### config.mk
export PLATFORM = sky130hd
export DESIGN_NAME = sm4_key_sched_ctrl
export DESIGN_NICKNAME = d
export VERILOG_FILES = /design/src/rtl/sm4_pkg.sv /design/src/rtl/sm4_rr_arbiter.sv /design/src/rtl/sm4_key_sched_ctrl.sv
export SDC_FILE = /design/constraint.sdc
export NUM_CORES = 1
export LEC_CHECK = 0
export CELL_PAD_IN_SITES_DETAIL_PLACEMENT = 1
export CELL_PAD_IN_SITES_GLOBAL_PLACEMENT = 2
export CORE_MARGIN = 2
export CORE_UTILIZATION = 19
export CTS_CLUSTER_SIZE = 30
export DETAILED_ROUTE_END_ITERATION = 10
export PLACE_DENSITY = 0.71
export SLEW_MARGIN = 40
export SYNTH_ARGS = -nofsm -noshare
export SYNTH_HDL_FRONTEND = slang
export SYNTH_SLANG_ARGS = --single-unit
### constraint.sdc
create_clock -name clk -period 1.35 [get_ports clk]
set_input_delay 0.27 -clock clk [delete_from_list [all_inputs] [get_ports clk]]
set_output_delay 0.27 -clock clk [all_outputs]
set_load 0.005 [all_outputs]
### src/rtl/sm4_pkg.sv
// Shared types and constants for the SM4 key-schedule controller.
package sm4_pkg;

    localparam int unsigned SM4_KEY_W       = 128;
    localparam int unsigned SM4_RK_W        = 32;
    localparam int unsigned SM4_TIMEOUT_DEF = 40;

    typedef enum logic [2:0] {
        StIdle,
        StIssue,
        StWait,
        StRelease,
        StAbort
    } ks_state_e;

endpackage

### src/rtl/sm4_rr_arbiter.sv
// Combinational round-robin grant: first asserted request at or after ptr_i.
module sm4_rr_arbiter #(
    parameter int unsigned NUM_REQ = 2,
    localparam int unsigned IDX_W  = $clog2(NUM_REQ)
) (
    input  logic [NUM_REQ-1:0] req_i,
    input  logic [IDX_W-1:0]   ptr_i,
    output logic               gnt_valid_o,
    output logic [IDX_W-1:0]   gnt_idx_o
);

    always_comb begin
        int unsigned idx;
        idx         = 0;
        gnt_valid_o = 1'b0;
        gnt_idx_o   = '0;
        // Scan from the farthest offset down so the nearest hit wins.
        for (int i = NUM_REQ - 1; i >= 0; i--) begin
            idx = (int'(ptr_i) + i) % NUM_REQ;
            if (req_i[idx]) begin
                gnt_valid_o = 1'b1;
                gnt_idx_o   = IDX_W'(idx);
            end
        end
    end

endmodule

### src/rtl/sm4_key_sched_ctrl.sv
// Arbitrates SM4 key-expansion engine access between requesters and tracks round-key ownership.
// Optional last-good-key cache enabled by defining SM4_KEY_CACHE_EN.
module sm4_key_sched_ctrl
    import sm4_pkg::*;
#(
    parameter int unsigned NUM_REQ = 2,
    parameter int unsigned TIMEOUT = SM4_TIMEOUT_DEF,
    localparam int unsigned IDX_W  = $clog2(NUM_REQ)
) (
    input  logic                           clk,
    input  logic                           reset_n,
    input  logic [NUM_REQ-1:0]             req_valid_in,
    input  logic [NUM_REQ*SM4_KEY_W-1:0]   req_key_in,
    input  logic [NUM_REQ-1:0]             req_dec_in,
    output logic [NUM_REQ-1:0]             req_ack_out,
    output logic                           req_err_out,
    input  logic                           cipher_busy_in,
    output logic                           ke_sm4_enable_out,
    output logic                           ke_enable_out,
    output logic [SM4_KEY_W-1:0]           ke_key_out,
    output logic                           ke_key_valid_out,
    output logic                           ke_encdec_out,
    input  logic                           ke_finished_in,
    output logic                           keys_valid_out,
    output logic [IDX_W-1:0]               owner_id_out,
    output logic                           owner_dec_out
);

    localparam int unsigned TMR_W = $clog2(TIMEOUT + 1);

    ks_state_e             state_q, state_d;
    logic [IDX_W-1:0]      rr_ptr_q;
    logic [IDX_W-1:0]      grant_q;
    logic [SM4_KEY_W-1:0]  key_q;
    logic                  dec_q;
    logic                  keys_valid_q;
    logic [IDX_W-1:0]      owner_id_q;
    logic                  owner_dec_q;
    logic [TMR_W-1:0]      timer_q;
    logic                  sm4_en_q;

    logic [NUM_REQ-1:0]    hit_vec;
    logic [NUM_REQ-1:0]    elig;
    logic                  gnt_valid;
    logic [IDX_W-1:0]      gnt_idx;
    logic [SM4_KEY_W-1:0]  sel_key;
    logic                  sel_hit;

    function automatic logic [IDX_W-1:0] rr_next(input logic [IDX_W-1:0] idx);
        if (int'(idx) == NUM_REQ - 1) begin
            return '0;
        end
        return idx + 1'b1;
    endfunction

`ifdef SM4_KEY_CACHE_EN
    logic [SM4_KEY_W-1:0]  cache_key_q;

    always_comb begin
        hit_vec = '0;
        for (int i = 0; i < NUM_REQ; i++) begin
            hit_vec[i] = req_valid_in[i] && keys_valid_q &&
                         (req_key_in[SM4_KEY_W*i +: SM4_KEY_W] == cache_key_q) &&
                         (req_dec_in[i] == owner_dec_q);
        end
    end

    always_ff @(posedge clk or negedge reset_n) begin
        if (!reset_n) begin
            cache_key_q <= '0;
        end else if (state_q == StRelease) begin
            cache_key_q <= key_q;
        end
    end
`else
    assign hit_vec = '0;
`endif

    // Busy cipher core only blocks grants that would rewrite the round keys.
    assign elig = cipher_busy_in ? hit_vec : req_valid_in;

    sm4_rr_arbiter #(
        .NUM_REQ (NUM_REQ)
    ) u_arb (
        .req_i       (elig),
        .ptr_i       (rr_ptr_q),
        .gnt_valid_o (gnt_valid),
        .gnt_idx_o   (gnt_idx)
    );

    assign sel_key = req_key_in[SM4_KEY_W*int'(gnt_idx) +: SM4_KEY_W];
    assign sel_hit = hit_vec[gnt_idx];

    always_ff @(posedge clk or negedge reset_n) begin
        if (!reset_n) begin
            state_q <= StIdle;
        end else begin
            state_q <= state_d;
        end
    end

    always_comb begin
        state_d = state_q;
        case (state_q)
            StIdle: begin
                if (gnt_valid) begin
                    state_d = sel_hit ? StRelease : StIssue;
                end
            end
            StIssue: state_d = StWait;
            StWait: begin
                if (ke_finished_in) begin
                    state_d = StRelease;
                end else if (timer_q == TMR_W'(TIMEOUT - 1)) begin
                    state_d = StAbort;
                end
            end
            StRelease: state_d = StIdle;
            StAbort:   state_d = StIdle;
            default:   state_d = StIdle;
        endcase
    end

    always_comb begin
        req_ack_out       = '0;
        req_err_out       = 1'b0;
        ke_enable_out     = 1'b0;
        ke_key_valid_out  = 1'b0;
        ke_sm4_enable_out = sm4_en_q;
        case (state_q)
            StIssue: begin
                ke_enable_out    = 1'b1;
                ke_key_valid_out = 1'b1;
            end
            StWait: begin
                ke_enable_out = 1'b1;
            end
            StRelease: begin
                req_ack_out[grant_q] = 1'b1;
            end
            StAbort: begin
                req_ack_out[grant_q] = 1'b1;
                req_err_out          = 1'b1;
                ke_sm4_enable_out    = 1'b0;
            end
            default: ;
        endcase
    end

    always_ff @(posedge clk or negedge reset_n) begin
        if (!reset_n) begin
            rr_ptr_q     <= '0;
            grant_q      <= '0;
            key_q        <= '0;
            dec_q        <= 1'b0;
            keys_valid_q <= 1'b0;
            owner_id_q   <= '0;
            owner_dec_q  <= 1'b0;
            timer_q      <= '0;
            sm4_en_q     <= 1'b0;
        end else begin
            sm4_en_q <= 1'b1;
            case (state_q)
                StIdle: begin
                    if (gnt_valid) begin
                        grant_q  <= gnt_idx;
                        key_q    <= sel_key;
                        dec_q    <= req_dec_in[gnt_idx];
                        rr_ptr_q <= rr_next(gnt_idx);
                    end
                end
                StIssue: begin
                    keys_valid_q <= 1'b0;
                    timer_q      <= '0;
                end
                StWait: begin
                    timer_q <= timer_q + 1'b1;
                end
                StRelease: begin
                    keys_valid_q <= 1'b1;
                    owner_id_q   <= grant_q;
                    owner_dec_q  <= dec_q;
                end
                default: ;
            endcase
        end
    end

    assign ke_key_out     = key_q;
    assign ke_encdec_out  = dec_q;
    assign keys_valid_out = keys_valid_q;
    assign owner_id_out   = owner_id_q;
    assign owner_dec_out  = owner_dec_q;

endmodule

* Word level (Yosys, flattened, before mapping)
Index checks and enable logic that the tools add are counted.
Word-level totals: bits in registers 144, bits of input ports 264, output and inout port bits 138, word-level logic and storage cells 65
Cells by class: $add $sub $neg 3, magnitude comparators 5, equality and inequality tests 7, shift operators 1, multiplexer cells 31, reduce and logical (&&, ||, !) cells 8
Operators with widths (number):
- $shiftx 256x9->128 | 1
- $mux 1 | 21
- $pmux 6 s2 | 1
- $mux 3 | 3
- $pmux 3 s3 | 1
- $lt 1x2->1 const B | 4
- $add 6x1->6 const B | 1
- $eq 3x2->1 const B | 2
- $eq 6x6->1 const B | 1
- $mux 2 | 3
- $reduce_and 2->1 | 2
- $reduce_bool 2->1 | 2
- $reduce_or 2->1 | 2
- $eq 3x1->1 const B | 1
- $eq 3x3->1 const B | 1
- $logic_not 3->1 | 1
- $ne 3x3->1 const B | 1
- $add 1x1->1 const B | 2
- $ne 2x2->1 const B | 1
- $pmux 1 s2 | 1
- $demux 1 s1 | 1
- $ge 1x1->1 const B | 1
- $logic_and 1x1->1 | 1

* Longest topological paths before layout
Gate-level depths: netlist of the first run.
word-level depth 10, mapped depth 7, gate-level depth less buffers 4

* Modules after synthesis
From an unflattened synthesis of the first run, not the netlist that was laid out.
Unflattened totals: cell total of the unflattened synthesis 641, area, all modules 6638.9 um2
Modules (own cells, without submodules):
- sm4_key_sched_ctrl | times used 1, cells an instance 638, area an instance 6621.4 um2
- sm4_rr_arbiter | times used 1, cells an instance 3, area an instance 17.5 um2

* Least setup slack after synthesis of the first run
OpenSTA, ideal clock, no wires.
path kind register to register, start point reg state_q[2], end point reg dec_q, in the netlist ke_encdec_out, library setup time 130 ps, data arrival time 1350 ps, data required time 1220 ps, slack -130 ps, cell stages (with the launch flop) 7, cells stage by stage dfrtp_1 -> nor3_2 -> and2_1 -> buf_2 -> buf_2 -> buf_2 -> a31oi_1
On the way: word-level cells in the longest chain between the ends 2
Ends and longest elaborated chain:
- start, declared | RTL line sm4_key_sched_ctrl.sv:31 | ks_state_e state_q, state_d;
- start signal, assigned | RTL line sm4_key_sched_ctrl.sv:96 | state_q <= StIdle;
- start signal, assigned | RTL line sm4_key_sched_ctrl.sv:98 | state_q <= state_d;
- $logic_not 3->1 | RTL line sm4_key_sched_ctrl.sv:163 | case (state_q)
- $reduce_and 2->1 (no source line)
- end signal, assigned | RTL line sm4_key_sched_ctrl.sv:168 | dec_q <= req_dec_in[gnt_idx];
- end, declared | RTL line sm4_key_sched_ctrl.sv:35 | logic dec_q;
Every way passes these cells. A chain may end at the register's enable or synchronous reset.

* Worst setup path in the final report of the first run
start point reg state_q[2], end point out ke_enable_out
On the way: word-level cells in the longest chain between the ends 3
Ends and longest elaborated chain:
- $eq 3x1->1 / $eq 3x2->1 (equally long branches) | RTL line sm4_key_sched_ctrl.sv:130 | case (state_q)
- $reduce_or 2->1 (no source line) (*)
- $mux 1 (*) | RTL line sm4_key_sched_ctrl.sv:130
- end, declared | RTL line sm4_key_sched_ctrl.sv:19 | output logic ke_enable_out,
Mark *: on every way between the ends. The rest lies on a longest branch, timed or not.

==> impl_metrics.tcl, run 1 <==
set metrics [dict create \
    maxCapViolations 0 \
    ctsRootBufferMaster "clkbuf_16" \
    syn_area_um2 7420 \
    status "complete, but fails checks" \
    fin_ws_ns -0.510 \
    grt_max_degree 62 \
    cts_num_sinks 144 \
    start_util_pct 19.2 \
    cp_cell_sequence "buf_4 > or3b_4 > nand2_2 > buf_6" \
    finalNonFillerCells 1855 \
    slew_violations 0 \
    hold_viol 0 \
    rsz0062_at_grt "true" \
    arrival_ns 1.59 \
    clk_pin_slew_ns 0.06 \
    slowest_stage "dfrtp_1" \
    dpl_cell_area_um2 12900 \
    drtPass1Iterations 4 \
    design_area_um2 14800 \
    slowest_delay_ns 0.41 \
    numCtsBuffers 17 \
    final_cell_mix "clkdlybuf4s50_1, dfrtp_1, nand3b_1, o21ai_0, buf_4" \
    first_global_vias 9298 \
    p_leak_nw 5.73 \
    ir_drop_mv 0.870 \
    yosys_warnings 0 \
    die_area_um2 40700 \
    final.period_utilization_pct 138 \
    syn_avg_cell_area_um2 9.12 \
    grt_usage_pct 18.9 \
    clockBufferDepth 2 \
    fp.dieH_um 202 \
    path_class "reg2out" \
    io-pin-count 402 \
    utilization_pct 38.3 \
    drive_gt1_share_pct 32.9 \
    drt_first_iter_violations 362 \
    die_x_um 202 \
    min_path_type "in2async" \
    port_buffers 401 \
    core_um2 38600 \
    antenna_found_initial 1 \
    seq_area_frac_synth_pct 48.6 \
    ys_ff_latch 144 \
    synth_edf_count 0 \
    clkLatencyLatePin_ns 0.44 \
    synth.distinct_cells 35 \
    async_reset_ff_share_pct 100 \
    period_needed_ns 1.86 \
    p_per_area_nw_per_um2 1920 \
    end_kind "output pin" \
    vias 8802 \
    skew_ns 0.00814 \
    final_nets 1588 \
    max_freq_ghz 0.538 \
    area_growth_pct 99.1 \
    grt_overflow 0 \
    violations "negative setup slack" \
    antenna_left 0 \
    critPathMaxFanout 3 \
    avgRoutedWirePerCell_um 21.6 \
    synth_top_flop_cell "dfrtp_1" \
    h-tree-depth 4 \
    std_cell_rows 72 \
    drc_errors 0 \
    postSynthCellCount 814 \
    final_common_cell "clkdlybuf4s50_1" \
    startpoint_type "register" \
    worstPathRequired_ns 1.08 \
    vias_per_cell 4.75 \
    cts_tree "built" \
    wirelength_um 40100 \
    hpwlAfterDp_um 26800 \
    synth_nets 1079 \
    setup_viol 147 \
    finalWeightedCongestion 0.766 \
    grt_pass1_wl_um 58800 \
    placed_cells 1731 \
]
area by class of cell:
type,count,area [um2]
Clock buffer,24,512
Antenna cell,1,2.50
Clock inverter,8,100
Timing Repair Buffer,593,5820
Sequential cell,144,3600
Multi-Input combinational cell,564,4070
Inverter,3,12.5
Fill cell,4451,23800
Tap cell,518,648
layer usage:
| metal | part of all wire [%] | vias up | GRT usage (%) |
|---|---|---|---|
| li1 | - | 4085 | - |
| met1 | 43 | 4426 | 23.6 |
| met2 | 49 | 244 | 32.2 |
| met3 | 5.2 | 47 | 4.50 |
| met4 | 2.3 | 0 | 5.83 |
| met5 | 0 | - | 0 |
sequential cells by signal, indices dropped and copies added (netlist names):
name and flops:
rr_ptr_q 1, timer_q 6, owner_id_out 1, grant_q 1, keys_valid_out 1, ke_key_out 128
owner_dec_out 1, ke_encdec_out 1, sm4_en_q 1, state_q 3
synth_stat cells, types with 3 or more instances:
library cell / n / share of area [%]
a21oi_1: 131 / 8.8
a31oi_1: 129 / 11
buf_1: 5 / 0.25
buf_2: 17 / 1.1
clkbuf_1: 79 / 4.0
dfrtp_1: 144 / 49
mux2_2: 3 / 0.46
mux2i_1: 3 / 0.40
nand2_1: 7 / 0.35
nand3_1: 3 / 0.20
nand3b_1: 130 / 13
nor2b_1: 4 / 0.34
o21ai_0: 132 / 8.9
cell families after synthesis:
group / Yosys count / share of synthesized area [%]
compound gates: 397 / 29.1
mux: 7 / 1.01
simple gates: 158 / 15.3
buf+inv: 106 / 5.77
flops: 144 / 48.6
fa+ha+maj: 1 / 0.169
other cells: 1 / 0.0505
power by group:
group          internal [mW]  switching, mW  total [mW]
Clock                   3.02           2.05        5.07
Sequential              6.41           1.34        7.75
Combinational           8.55           7.03        15.6
repair_timing:
| item | in CTS | in global routing |
|---|---|---|
| setup buffers | 58 | 29 |
| pin swaps | 26 | 29 |
| cloned | 9 | 8 |
| hold buffers | 1 | 0 |
| hold endpoints to repair | 17 | 0 |
| resized for setup | 470 | 161 |
| endpoints found under the setup margin | 274 | 225 |
critical path: cells and delay by family (launching register included):
family / cells / cell delay [ns]
buf+inv: 2 / 0.24
flops: 1 / 0.41
simple gates: 2 / 0.49
worst paths after layout:
| kind | start | to | slack [ns] | cells past startpoint |
|---|---|---|---|---|
| setup / recovery | state_q[2]$_DFFE_PN0P_ | ke_enable_out | -0.51 | 4 |
| hold / removal | reset_n | ke_key_out[25]$_DFFE_PN0P_ | 0.29 | 2 |
| setup reg to reg | state_q[1]$_DFFE_PN0P_ | ke_key_out[4]$_DFFE_PN0P_ | -0.51 | 9 |
| hold reg to reg | owner_dec_out$_DFFE_PN0P_ | owner_dec_out$_DFFE_PN0P_ | 0.51 | 1 |
| max in group asynchronous | reset_n | ke_key_out[7]$_DFFE_PN0P_ | 0.46 | 3 |
| min in group clk | req_key_in[118] | ke_key_out[118]$_DFFE_PN0P_ | 0.40 | 3 |
stage by stage:
step	hold slack [ns]	power (mW)	setup slack, ns	TNS, ns
after global routing	0.302	30.1	-0.599	-71.11
final	0.293	28.4	-0.510	-60.37
after floorplan	-0.0256	12.1	-0.102	-11.55
after detailed placement	0.186	20.3	-0.438	-52.27
after CTS	0.272	27.4	-0.506	-61.66
after global placement	0.187	20.1	-0.395	-47.38
No activity file was read; power rests on OpenSTA's default activity.
==> run 2: changes to the inputs <==
Settings changed: ABC_CLOCK_PERIOD_IN_PS from default to 1350.
==> results of run 2 <==
The final DEF is identical to that of run 1; final timing and power are the same.
